--- config.mk ---
export PLATFORM = sky130hd
export DESIGN_NAME = disp_axi_rdarb
export DESIGN_NICKNAME = d
export VERILOG_FILES = /design/src/rtl/disp_axi_rdarb.sv
export SDC_FILE = /design/constraint.sdc
export NUM_CORES = 1
export LEC_CHECK = 0
export BUFFER_PORTS_ARGS = -buffer_cell sky130_fd_sc_hd__buf_4
export CAP_MARGIN = 20
export CORE_UTILIZATION = 40
export DETAILED_ROUTE_END_ITERATION = 10
export PLACE_DENSITY_LB_ADDON = 0.12
export SLEW_MARGIN = 20
export SYNTH_ARGS = -nofsm -noshare
export SYNTH_HDL_FRONTEND = slang
export SYNTH_SLANG_ARGS = --single-unit
--- constraint.sdc ---
create_clock -name ACLK -period 1.9 [get_ports ACLK]
set_clock_uncertainty 0.05 [all_clocks]
set_input_delay 0 -clock ACLK [delete_from_list [all_inputs] [get_ports ACLK]]
set_output_delay 0 -clock ACLK [all_outputs]
set_load 0.02 [all_outputs]
--- src/rtl/disp_axi_rdarb.sv ---
// Two-port AR/R arbiter sharing one AXI read master: port 0 has fixed priority, port 1 gets starvation relief.
// ARVALID is registered one cycle after the pick; R routing is purely combinational by RID.
module disp_axi_rdarb #(
  parameter int C_M_AXI_ADDR_WIDTH = 32,
  parameter int C_MAX_OUTS         = 4,
  parameter int C_STARVE_LIMIT     = 64
) (
  input  logic                          ACLK,
  input  logic                          ARESETN,
  input  logic [C_M_AXI_ADDR_WIDTH-1:0] S0_ARADDR,
  input  logic                          S0_ARVALID,
  output logic                          S0_ARREADY,
  output logic                          S0_RVALID,
  output logic                          S0_RLAST,
  input  logic                          S0_RREADY,
  input  logic [C_M_AXI_ADDR_WIDTH-1:0] S1_ARADDR,
  input  logic                          S1_ARVALID,
  output logic                          S1_ARREADY,
  output logic                          S1_RVALID,
  output logic                          S1_RLAST,
  input  logic                          S1_RREADY,
  output logic                          M_AXI_ARID,
  output logic [C_M_AXI_ADDR_WIDTH-1:0] M_AXI_ARADDR,
  output logic                          M_AXI_ARVALID,
  input  logic                          M_AXI_ARREADY,
  input  logic                          M_AXI_RID,
  input  logic                          M_AXI_RVALID,
  input  logic                          M_AXI_RLAST,
  output logic                          M_AXI_RREADY,
  output logic [3:0]                    OUTS0,
  output logic [3:0]                    OUTS1,
  output logic                          RID_ERR
);

  localparam logic [3:0] MAX_OUTS     = 4'(C_MAX_OUTS);
  localparam logic [7:0] STARVE_LIMIT = 8'(C_STARVE_LIMIT);

  typedef enum logic {ST_IDLE, ST_ADDR} state_t;

  state_t                          state_q, state_d;
  logic                            arid_q, arid_d;
  logic [C_M_AXI_ADDR_WIDTH-1:0]   araddr_q, araddr_d;
  logic [3:0]                      outs0_q, outs0_d, outs1_q, outs1_d;
  logic [7:0]                      starve_q, starve_d;
  logic                            rid_err_q, rid_err_d;

  logic elig0, elig1, pick1;
  logic ar_hs, hs0, hs1;
  logic beat0, beat1, last0, last1;

  function automatic logic [3:0] outs_next(input logic [3:0] cur, input logic inc, input logic dec);
    if (inc && !dec)                   return cur + 4'd1;
    else if (dec && !inc && cur != '0) return cur - 4'd1;
    else                               return cur;
  endfunction

  always_comb begin
    elig0 = S0_ARVALID && (outs0_q < MAX_OUTS);
    elig1 = S1_ARVALID && (outs1_q < MAX_OUTS);
    pick1 = elig1 && ((starve_q >= STARVE_LIMIT) || !elig0);

    ar_hs = (state_q == ST_ADDR) && M_AXI_ARREADY;
    hs0   = ar_hs && !arid_q;
    hs1   = ar_hs && arid_q;

    beat0 = M_AXI_RVALID && M_AXI_RREADY && !M_AXI_RID;
    beat1 = M_AXI_RVALID && M_AXI_RREADY && M_AXI_RID;
    last0 = beat0 && M_AXI_RLAST;
    last1 = beat1 && M_AXI_RLAST;
  end

  always_comb begin
    state_d  = state_q;
    arid_d   = arid_q;
    araddr_d = araddr_q;
    case (state_q)
      ST_IDLE: begin
        if (elig0 || elig1) begin
          state_d  = ST_ADDR;
          arid_d   = pick1;
          araddr_d = pick1 ? S1_ARADDR : S0_ARADDR;
        end
      end
      ST_ADDR: begin
        if (M_AXI_ARREADY) state_d = ST_IDLE;
      end
      default: state_d = ST_IDLE;
    endcase
  end

  // Starvation only accrues while port 1 could legally be granted; a full port just holds.
  always_comb begin
    starve_d = starve_q;
    if (!S1_ARVALID || hs1)                starve_d = '0;
    else if (elig1 && starve_q != 8'hFF)   starve_d = starve_q + 8'd1;
  end

  always_comb begin
    outs0_d   = outs_next(outs0_q, hs0, last0);
    outs1_d   = outs_next(outs1_q, hs1, last1);
    rid_err_d = rid_err_q
              | (beat0 && outs0_q == '0 && !hs0)
              | (beat1 && outs1_q == '0 && !hs1);
  end

  always_ff @(posedge ACLK or negedge ARESETN) begin
    if (!ARESETN) begin
      state_q   <= ST_IDLE;
      arid_q    <= 1'b0;
      araddr_q  <= '0;
      outs0_q   <= '0;
      outs1_q   <= '0;
      starve_q  <= '0;
      rid_err_q <= 1'b0;
    end else begin
      state_q   <= state_d;
      arid_q    <= arid_d;
      araddr_q  <= araddr_d;
      outs0_q   <= outs0_d;
      outs1_q   <= outs1_d;
      starve_q  <= starve_d;
      rid_err_q <= rid_err_d;
    end
  end

  assign M_AXI_ARVALID = (state_q == ST_ADDR);
  assign M_AXI_ARID    = arid_q;
  assign M_AXI_ARADDR  = araddr_q;
  assign S0_ARREADY    = hs0;
  assign S1_ARREADY    = hs1;

  assign S0_RVALID     = M_AXI_RVALID && !M_AXI_RID;
  assign S1_RVALID     = M_AXI_RVALID &&  M_AXI_RID;
  assign S0_RLAST      = M_AXI_RLAST  && !M_AXI_RID;
  assign S1_RLAST      = M_AXI_RLAST  &&  M_AXI_RID;
  assign M_AXI_RREADY  = M_AXI_RID ? S1_RREADY : S0_RREADY;

  assign OUTS0   = outs0_q;
  assign OUTS1   = outs1_q;
  assign RID_ERR = rid_err_q;

endmodule

==> results.yml <==
floorplan:
  die_w_microns: 82.91
  dieArea_sq_mm: 0.006874
  die_h_microns: 82.91
  coreArea_sq_mm: 0.006350
  row_count: 29
  io_pins: 124
  start_util: 0.4124
global_route:
  grt_use_total: 0.2261
  overflow: 0
  grt_max_degree: 52
  grt_pass1_wl_mm: 12.65
  antenna_found_initial: 0
  grt_pass1_vias: 2767
synthesis:
  yosys_warnings: 0
  yosysTopAreaCell: "dfrtp_1"
  synth_edf_count: 0
  ys_seq_area_frac: 0.4873
  synthTopCellsByArea: "dfrtp_1 49%, nand2_1 10%, a31oi_1 7.6%, nor2_1 5.9%, ha_1 2.4%"
  synth_area_sq_mm: 0.002619
  synth_flop_cell: "dfrtp_1"
  synth_cell_types: 40
  synthCells: 287
  synth_top_family_by_area: "simple AND/OR/NAND/NOR gates"
  syn_area_per_cell_sq_um: 9.125
  synthSimpleGateAreaFrac: 0.2379
  synth-xor-area-share: 0.03679
  synth_seq_cells: 51
  synth_compound_area_frac: 0.1309
  syn-num-nets: 368
  synth_top_area_share: 0.4873
  synthAdderAreaFrac: 0.03918
  synthArstFlopShare: 1.000
  synth.area.mux_share: 0.02867
sta:
  max-slew-margin-rel: 0.5528
  fmax_ghz: 0.5385
  fin_hold_ws_ps: 25.04
  finalSetupViolCount: 0
  finalCritPeriodShare: 0.9773
  grt_setup_unrepaired: "yes"
  hold_violations: 0
  worstMarginPinSlew_ps: 670.8
  layout_min_cycle_time_ps: 1857
  finalMaxSlewViolations: 0
placed_design:
  port_buffers: 123
  place_hpwl_mm: 4.711
  place_area_sq_mm: 0.003744
  gp_congestion: 0.8149
power:
  ir_drop_mv: 0.9707
  p_leak_nw: 2.129
  powerDensity_mw_per_mm2: 1323
  p_total_mw: 6.063
final_layout:
  layout-drive-gt1-share: 0.3455
  areaGrowthSynthToFinish_pct: 74.96
  final_common_cell: "buf_4"
  diodes: 0
  final_area_sq_mm: 0.004582
  final_cell_mix: "139 x buf_4, 71 x nand2_1, 68 x dlygate4sd3_1"
  nFillCells: 461
  num-nets-final: 572
critical_path:
  crit_type: "reg -> reg"
  worst-path-max-fanout: 3
  required_ps: 2080
  crit_arrival_ps: 2030
  start_kind: "flop"
  end_kind: "flop"
job:
  cap_violations: 0
status:
  status: "finished clean"
drt:
  firstDrtPassIters: 6
  vias_per_cell: 4.893
  drtAntennaViolNets: 0
  routed_wirelength_mm: 7.627
  drc: 0
  wire_per_inst_microns: 13.40
  drt-initial-drc-count: 105
  vias: 2784
clock_network:
  clk_pin_slew_ps: 90
  cts_tree: "built"
  clock_latency_ps: 290
  cts_sinks: 51
  root_buffer: "clkbuf_8"
  clk_path_buf_depth: 2
  cts_inserted_buffers: 5
  h-tree-depth: 2
hold_path:
  hold_class: "in -> reg"
[cells by family (layout without fill, tap and decap cells)]
group                      after synthesis  after routing
buffers and inverters                   17            222
adders and majority gates                7              7
and+or+nand+nor                        141            141
DFF                                     51             51
xor gates and xnor gates                11             11
AOI/OAI and AO/OA                       53             53
muxes                                    7              7
[critical path: stages, from the launching register on]
cell     delay [ps]
dfrtp_2         440
and3b_2         250
and2_4          170
inv_4            50
ha_4            200
a21o_1          150
a21oi_2         140
mux2i_1         230
xnor2_1         130
[what timing repair did]
item | 4_1_cts | 5_1_grt
buffers inserted | 2 | 4
hold buffers | 68 | 0
pin swaps | 1 | 3
hold endpoints to repair | 87 | 0
gates resized for setup | 0 | 4
endpoints found under the setup margin | 1 | 5
[where the power goes]
group          leakage, nW  total, mW  switching, mW  internal, mW
combinational         1.49       3.53           1.85          1.67
sequential           0.592       1.93          0.362          1.57
clock               0.0422      0.605          0.346         0.260
[per-stage QoR]
step / setup WS [ps] / utilization / cells / TNS, ps
after floorplan: -69.38 / - / 287 / -155.2
after global placement: 59.74 / 0.5896 / 487 / 0
after detailed placement: -30.51 / 0.5896 / 487 / -30.51
after CTS: 11.14 / 0.7119 / 565 / 0
after global routing: -77.58 / 0.7216 / 569 / -92.98
final: 43.07 / 0.7216 / 569 / 0
[per-layer routing]
layer / part of all wire / wire, microns / global-route usage
met4: 0.014 / 110 / 0.06583
met5: 0 / 0 / 0
met2: 0.50 / 3838 / 0.4009
met3: 0.055 / 421 / 0.04871
met1: 0.43 / 3256 / 0.2754
[Yosys cell counts, types with 3 or more instances]
library cell,number
nand2_1,71
a21o_1,3
nand3_1,4
mux2i_1,3
dfrtp_1,51
xnor2_1,4
o21a_1,3
ha_1,5
a21oi_1,4
a31oi_1,32
buf_4,4
buf_2,7
nand4_1,3
inv_1,4
and2_1,5
nor2_1,41
o211ai_1,3
xor2_1,7
[worst paths after layout]
| kind | end | startpoint | depth (start not counted) | slack (ps) |
|---|---|---|---|---|
| hold / removal | RID_ERR$_DFF_PN0_ | S1_RREADY | 4 | 30 |
| min in group asynchronous | OUTS1[0]$_DFFE_PN0P_ | ARESETN | 2 | 210 |
| max in group asynchronous | M_AXI_ARVALID$_DFF_PN0_ | ARESETN | 2 | 1090 |
| setup reg to reg | OUTS0[3]$_DFFE_PN0P_ | M_AXI_ARID$_DFFE_PN0P_ | 8 | 40 |
| hold reg to reg | RID_ERR$_DFF_PN0_ | RID_ERR$_DFF_PN0_ | 1 | 420 |
| setup / recovery | OUTS0[3]$_DFFE_PN0P_ | M_AXI_ARID$_DFFE_PN0P_ | 8 | 40 |
[cell type report]
type,instances,area [sq um],share of cell area
inverters,4,20.02,0.004369
clock inverters,1,5.005,0.001092
repair buffers,210,1784,0.3894
multi-input cells,219,1321,0.2884
flip-flops and latches,51,1279,0.2791
clock buffers,7,76.32,0.01666
well taps,77,96.34,0.02103
[registers in the layout, summed over array words and instances, names as in the netlist]
| signal | flops |
|---|---|
| M_AXI_ARADDR | 32 |
| M_AXI_ARID | 1 |
| RID_ERR | 1 |
| OUTS0 | 4 |
| OUTS1 | 4 |
| M_AXI_ARVALID | 1 |
| starve_q | 8 |
Power figures use the tool's default switching activity.
